--- src/rtl/mmc3_scanline_irq.sv ---
// MMC3-family scanline IRQ: A12 low-time filter, 8-bit reloading down-counter and IRQ enable/ack.
// Define MMC3_ALT_IRQ_EN for Rev A behaviour (no re-fire on an automatic reload of a zero latch).
module mmc3_scanline_irq #(
    parameter int A12_LOW_CYCLES = 3,
    parameter int COUNTER_WIDTH  = 8
) (
    input  logic                     m2,
    input  logic                     rst_n,
    input  logic                     enabled,
    input  logic                     romsel,
    input  logic                     cpu_rw_in,
    input  logic [14:0]              cpu_addr_in,
    input  logic [7:0]               cpu_data_in,
    input  logic                     ppu_a12,
    output logic                     irq_n,
    output logic [COUNTER_WIDTH-1:0] counter_dbg
);
    localparam int W = COUNTER_WIDTH;
    localparam logic [2:0]   LOW_THRESH = 3'(A12_LOW_CYCLES);
    localparam logic [W-1:0] ZERO       = {W{1'b0}};
    localparam logic [W-1:0] ONE        = {{(W-1){1'b0}}, 1'b1};

    logic [W-1:0] latch_r, counter_r;
    logic         reload_r, irq_en_r, irq_pend_r;
    logic [2:0]   low_cnt_r;

    logic [W-1:0] latch_s, counter_s;
    logic         reload_s, irq_en_s, irq_pend_s, set_s;
    logic [2:0]   low_cnt_s;
    logic         wr_s, wr_c000_s, wr_c001_s, wr_e000_s, wr_e001_s, clk_evt_s;

    // Next-state logic: register decode, A12 filter, counter and IRQ set/ack priority
    always_comb begin
        wr_s      = enabled & ~romsel & ~cpu_rw_in;
        wr_c000_s = 1'b0;
        wr_c001_s = 1'b0;
        wr_e000_s = 1'b0;
        wr_e001_s = 1'b0;
        case ({cpu_addr_in[14:13], cpu_addr_in[0]})
            3'b100:  wr_c000_s = wr_s;
            3'b101:  wr_c001_s = wr_s;
            3'b110:  wr_e000_s = wr_s;
            3'b111:  wr_e001_s = wr_s;
            default: wr_c000_s = 1'b0;
        endcase

        clk_evt_s = ppu_a12 & (low_cnt_r >= LOW_THRESH);
        if (ppu_a12) begin
            low_cnt_s = 3'd0;
        end else if (low_cnt_r == 3'd7) begin
            low_cnt_s = 3'd7;
        end else begin
            low_cnt_s = low_cnt_r + 3'd1;
        end

        latch_s = wr_c000_s ? cpu_data_in[W-1:0] : latch_r;

        // A $C001 landing on the same edge as a counter clock behaves as a pending reload
        if (clk_evt_s) begin
            if ((counter_r == ZERO) || reload_r || wr_c001_s) begin
                counter_s = latch_r;
            end else begin
                counter_s = counter_r - ONE;
            end
            reload_s = 1'b0;
        end else if (wr_c001_s) begin
            counter_s = ZERO;
            reload_s  = 1'b1;
        end else begin
            counter_s = counter_r;
            reload_s  = reload_r;
        end

        if (wr_e001_s) begin
            irq_en_s = 1'b1;
        end else if (wr_e000_s) begin
            irq_en_s = 1'b0;
        end else begin
            irq_en_s = irq_en_r;
        end

`ifdef MMC3_ALT_IRQ_EN
        set_s = clk_evt_s & (counter_s == ZERO) & irq_en_s &
                ((counter_r != ZERO) | reload_r | wr_c001_s);
`else
        set_s = clk_evt_s & (counter_s == ZERO) & irq_en_s;
`endif

        if (wr_e000_s) begin
            irq_pend_s = 1'b0;
        end else if (set_s) begin
            irq_pend_s = 1'b1;
        end else begin
            irq_pend_s = irq_pend_r;
        end
    end

    // State registers
    always_ff @(posedge m2 or negedge rst_n) begin
        if (!rst_n) begin
            latch_r    <= ZERO;
            counter_r  <= ZERO;
            reload_r   <= 1'b0;
            irq_en_r   <= 1'b0;
            irq_pend_r <= 1'b0;
            low_cnt_r  <= 3'd0;
        end else begin
            latch_r    <= latch_s;
            counter_r  <= counter_s;
            reload_r   <= reload_s;
            irq_en_r   <= irq_en_s;
            irq_pend_r <= irq_pend_s;
            low_cnt_r  <= low_cnt_s;
        end
    end

    assign irq_n       = ~(irq_pend_r & enabled);
    assign counter_dbg = counter_r;
endmodule

--- config.mk ---
export PLATFORM = sky130hd
export DESIGN_NAME = mmc3_scanline_irq
export DESIGN_NICKNAME = d
export VERILOG_FILES = /design/src/rtl/mmc3_scanline_irq.sv
export SDC_FILE = /design/constraint.sdc
export NUM_CORES = 1
export LEC_CHECK = 0
export CAP_MARGIN = 20
export CORE_ASPECT_RATIO = 1.2
export CORE_MARGIN = 1.5
export CORE_UTILIZATION = 41
export CTS_CLUSTER_DIAMETER = 50
export DETAILED_ROUTE_END_ITERATION = 8
export GPL_TIMING_DRIVEN = 0
export HOLD_SLACK_MARGIN = 0.1
export PLACE_DENSITY = 0.75
export RECOVER_POWER = 25
export REMOVE_ABC_BUFFERS = 1
export SLEW_MARGIN = 20
export SYNTH_ARGS = -nofsm -noshare
export SYNTH_HDL_FRONTEND = slang
export SYNTH_SLANG_ARGS = --single-unit
export TNS_END_PERCENT = 20
--- constraint.sdc ---
create_clock -name m2 -period 2 [get_ports m2]
set_input_delay 0.3 -clock m2 [delete_from_list [all_inputs] [get_ports m2]]
set_output_delay 0.3 -clock m2 [all_outputs]
set_load 0.01 [all_outputs]
; ---- Word-level counts from Yosys, hierarchy flattened
; Index checks and enable logic that the tools add are counted.
; Widths: inputs -> output; s select.
[totals]
in_bits = 29
ff_bits = 22
[op_classes]
magnitude_cmp = 1
n_reduce_logical = 6
n_bitwise = 9
mux = 15
eq_ne = 5
addsub = 2
[op_table]
columns = op, n
row1 = $mux 8, 3
row2 = $logic_not 8->1, 2
row3 = $eq 3x3->1 const B, 5
row4 = $mux 1, 10
row5 = $sub 8x1->8 const B, 1
row6 = $and 1x1->1, 6
row7 = $mux 3, 2
row8 = $reduce_bool 2->1, 2
row9 = $add 3x1->3 const B, 1
row10 = $ge 3x2->1 const B, 1
row11 = $not 1->1, 3
row12 = $logic_or 1x1->1, 2

; ---- Depth between registers and ports, before layout
[depth]
ltp_word = 12
mapped_depth = 9
depth_no_buf = 8

; ---- Least setup slack after synthesis
; No wires, ideal clock.
[synth_path]
path_kind = register to register
from = reg counter_r[0] (netlist: counter_dbg[0])
to = reg irq_pend_r
setup_time_ps = 104
arrival_ps = 1887
required_time_ps = 1896
stages_incl_launch_ff = 10
slack_ps = 9
path_buffers = 1
cell_sequence = dfrtp_1 > inv_1 > ha_1 > nor2b_1 > a31oi_1 > nand2_1 > buf_4 > mux2i_1 > nand4b_4 > o41ai_2
[synth_between]
elab_chain_cells = 9
elab_cells_between_ends = 11
cone_classes = add/sub: 1 / mux: 3 / bitwise: 2 / reduce/logical: 5
[synth_lines]
columns = item, line_no
row1 = start: declaration, 23  ; logic [W-1:0] latch_r, counter_r;
row2 = start signal: assignment, 109  ; counter_r <= counter_s;
row3 = branches (longest 4 deep; another with $sub 8x1->8), n/a
row4 = $mux 8 (*), 59  ; if (clk_evt_s) begin
row5 = $logic_not 8->1 (*), 86  ; set_s = clk_evt_s & (counter_s == ZERO) & irq_en_s;
row6 = $and 1x1->1 (*) (2 in a row), 86
row7 = $reduce_bool 2->1 (no source line) (*), n/a
row8 = end signal: assignment, 112  ; irq_pend_r <= irq_pend_s;
row9 = end: declaration, 24  ; logic reload_r, irq_en_r, irq_pend_r;
; Every way passes the cells marked *.
; A chain may end at the register's enable or synchronous reset.

; ---- Final worst setup path
[layout_path]
from = reg counter_r[1] (netlist: counter_dbg[1])
to = reg irq_pend_r
[layout_between]
elab_chain_cells = 9
elab_cells_between_ends = 11
cone_classes = add/sub: 1 / mux: 3 / bitwise: 2 / reduce/logical: 5
[layout_lines]
columns = item, line_no
row1 = branches (longest 3 deep; another with $sub 8x1->8), n/a
row2 = $mux 8 (*), 60  ; if ((counter_r == ZERO) || reload_r || wr_c001_s) begin
row3 = $mux 8 (*), 59
row4 = named net counter_s[2], 27  ; logic [W-1:0] latch_s, counter_s;
row5 = $logic_not 8->1 (*), 86
row6 = $and 1x1->1 (*) (2 in a row), 86
row7 = $reduce_bool 2->1 (no source line) (*), n/a
; Mark *: on every way through the listed nets, which the timed path passes.

==> summary.md <==
| Metric | Value |
|---|---|
| Synth cell types | `40` |
| Final cell count without fillers | `179` |
| Post-Route WL | `2.67 mm` |
| Post-synth EDFFs | `0` |
| Hold Path Stages | `1` |
| Vias/cell | `5.74` |
| GP Congestion | `approximately 0.85` |
| Setup crit start | `counter_dbg[1]` |
| Port bufs | `25` |
| Routed Antenna Nets | `0` |
| Initial core utilization | `43.2%` |
| # setup viols final | `1` |
| Adder-cell area share of the yosys netlist | `3.09%` |
| GRT Util Overall | `18.8%` |
| RR Endpoint | `irq_pend_r` |
| List of most frequent post-synthesis cells | `dfrtp_1 (22), nand2_1 (11), nor2_1 (10)` |
| VDD IR max | `0.000730 V` |
| Post-route cell area | `1610 um2` |
| Violated checks | `negative setup slack` |
| # Max-Cap Violations | `0` |
| Placed cell count | `173` |
| Largest family of logic cells by synthesized area | `simple AND/OR/NAND/NOR gates` |
| Net count, final | `178` |
| Area of the core | `roughly 2800 um2` |
| CTS tree | `built` |
| Post-synth ARST share | `100%` |
| Synth Area in Simple Gates | `a little over a fifth` |
| Antenna Cells | `0` |
| Routed wire length per instance | `14.9 um` |
| Clock Path Buffers | `2` |
| Antenna violations before repair | `0` |
| Die X | `52.7 um` |
| First-pass iteration count of the detailed router | `4` |
| Hold path start | `latch_r[5]` |
| DRT iter0 DRCs | `61` |
| First-pass GRT wire length | `4.68 mm` |
| Num CTS Buffers | `3` |
| RSZ-0062 raised after global routing | `true` |
| CTS Sinks | `22` |
| Clock latency on the worst-skew pair | `between 0.3 and 0.4 ns` |
| Crit Path Max Fanout | `4` |
| Fmax | `0.486 GHz` |
| Clk Tree Root Cell | `clkbuf_4` |
| Synthesized area | `1210 um2` |
| CP Class | `flop to flop` |
| Worst Path Arrival | `2.27 ns` |
| Crit path capture | `irq_pend_r` |
| DP HPWL | `2.03 mm` |
| Mux contribution to synthesized area | `9.06%` |
| Grt total ovfl | `0` |
| Outcome | `finished, violations left` |
| Synth Register Bits | `22` |
| R2R depth | `8` |
| Layout cells sized above 1 | `between 20% and 30%` |
| Hold crit path type | `flop to flop` |
| Reg-to-reg startpoint | `counter_dbg[1]` |
| Detailed-route DRC error count | `0` |
| CTS clk-pin slew, worst paths | `0.13 ns` |
| Layout overhead on the synthesized area | `32.8%` |
| Std-Cell Rows | `21` |
| Relative slew slack | `35.6%` |
| Period utilisation layout | `103%` |
| Vias in the first global route | `roughly 1100` |
| Mapped Cells | `about 120` |
| Synth Area in Compound Gates | `between 10% and 20%` |
| Largest net degree at the start of global routing | `23` |
| Startpoint Class | `flop` |
| Top cell type by total area after synthesis | `dfrtp_1` |
| Post-DP Area | `between 1500 and 2000 um2` |
| Vias | `1028` |
| Clock Skew | `just over 0.009 ns` |
| I/O pin cnt | `38` |
| Crit path required time | `approximately 2.2 ns` |
| Ys flop type | `dfrtp_1` |
| Count leader, synth | `dfrtp_1` |
| Critical Path Sink Type | `flop` |
| Setup ws final | `-0.0575 ns` |
| Reg-to-reg slack, setup | `-0.06 ns` |
| Pwr dens | `about 1100 nW/um2` |
| Avg Cell Area, Syn | `10.6 um2` |
| Minimum clock period | `2.06 ns` |
| CTS HTree Levels | `1` |
| Yosys warns | `0` |
| Die height | `62.6 um` |
| Area contributors post-synth | `dfrtp_1 (45%), mux2_2 (7.4%), nand2_1 (3.4%)` |
| WHS | `0.542 ns` |
| Post-synthesis xor/xnor area fraction | `1.44%` |
| Top-area cell type share of the netlist area | `45.3%` |
| Register area share after synthesis | `45.3%` |
| Final hold violation count | `0` |
| Slew Viols, Final | `0` |
| Place WS | `-0.468 ns` |
| Leak Pwr | `0.673 nW` |
| Die area | `roughly 3300 um2` |
| Worst-Margin Slew | `slightly below 1 ns` |
## layer usage
metal	vias to the layer above	global-route usage (%)	share of wire [%]
li1	492	-	-
met1	495	23.3	41
met2	33	30.9	53
met3	8	2.63	3.9
met4	0	9.62	2.9
met5	-	0	0
## report_power, final
group | switching, mW | internal (mW)
Combinational | 0.399 | 0.435
Sequential | 0.143 | 0.562
Clock | 0.143 | 0.111
Total | 0.685 | 1.11
## state kept, by name (all words and copies together), names as in the netlist
name / cells
low_cnt_r: 3
irq_en_r: 1
reload_r: 1
irq_pend_r: 1
counter_dbg: 8
latch_r: 8
## critical path: stages (launching register included)
cell and delay (ns):
dfrtp_1 0.44, inv_2 0.07, ha_1 0.14, nor2b_4 0.17, a31oi_4 0.13, a32o_2 0.29, a311o_1 0.34, nand4b_4 0.17
o41ai_2 0.22
## worst min-delay path by stage
stage	endpoint	slack (ns)
after detailed placement	low_cnt_r[0]	0.48
final	latch_r[5]	0.54
after CTS	reload_r	0.53
after floorplan	counter_dbg[0]	0.004
after global routing	latch_r[5]	0.56
after global placement	low_cnt_r[0]	0.46
## timing repair
action	in CTS	in global routing
gates resized for setup	15	1
hold buffers	0	0
endpoints found under the hold margin	0	0
pin swaps	1	0
setup buffers	2	0
setup endpoints to repair	5	1
## placed cells by master (no fill, tap or decap), types with 2 or more instances in the layout
| cell type | Yosys | routed |
|---|---|---|
| o21ai_1 | 2 | 2 |
| mux2_2 | 8 | 8 |
| nand2b_1 | 3 | 3 |
| buf_4 | 1 | 2 |
| nand2_1 | 11 | 9 |
| o21ai_0 | 8 | 8 |
| ha_1 | 3 | 3 |
| nand2_4 | 0 | 2 |
| nor2_1 | 10 | 9 |
| inv_1 | 4 | 3 |
| nor3_2 | 2 | 2 |
| nor4_1 | 5 | 5 |
| mux2i_1 | 2 | 2 |
| clkbuf_4 | 0 | 3 |
| clkdlybuf4s50_1 | 0 | 24 |
| dfrtp_1 | 22 | 22 |
| a21oi_1 | 7 | 7 |
## through the flow
step	util, %	total power, mW	setup TNS, ns
floorplan	-	1.15	-0.124
global placement	53.4	1.43	-0.650
detailed placement	53.4	1.45	-1.80
CTS	57.3	1.79	-0.0486
global route	57.4	1.91	-0.219
finish	57.4	1.79	-0.0575
## logic make-up (layout without fill, tap and decap cells)
| kind of cell | count (synthesis) | in the layout |
|---|---|---|
| AND/OR/NAND/NOR | 41 | 41 |
| AO/OA/AOI/OAI | 32 | 32 |
| flip-flops | 22 | 22 |
| multiplexers | 10 | 10 |
| buffers and inverters | 5 | 35 |
| adder cells (fa/ha/maj) | 3 | 3 |
| XOR/XNOR | 2 | 2 |
## cell type report
type	count	area, um2
fill	241	1200
multi-input combinational	88	703
sequential	22	551
timing repair buffer	27	265
tap	34	42.5
clock buffer	4	36.3
inverter	4	15.0
No activity file was read; power rests on OpenSTA's default activity.
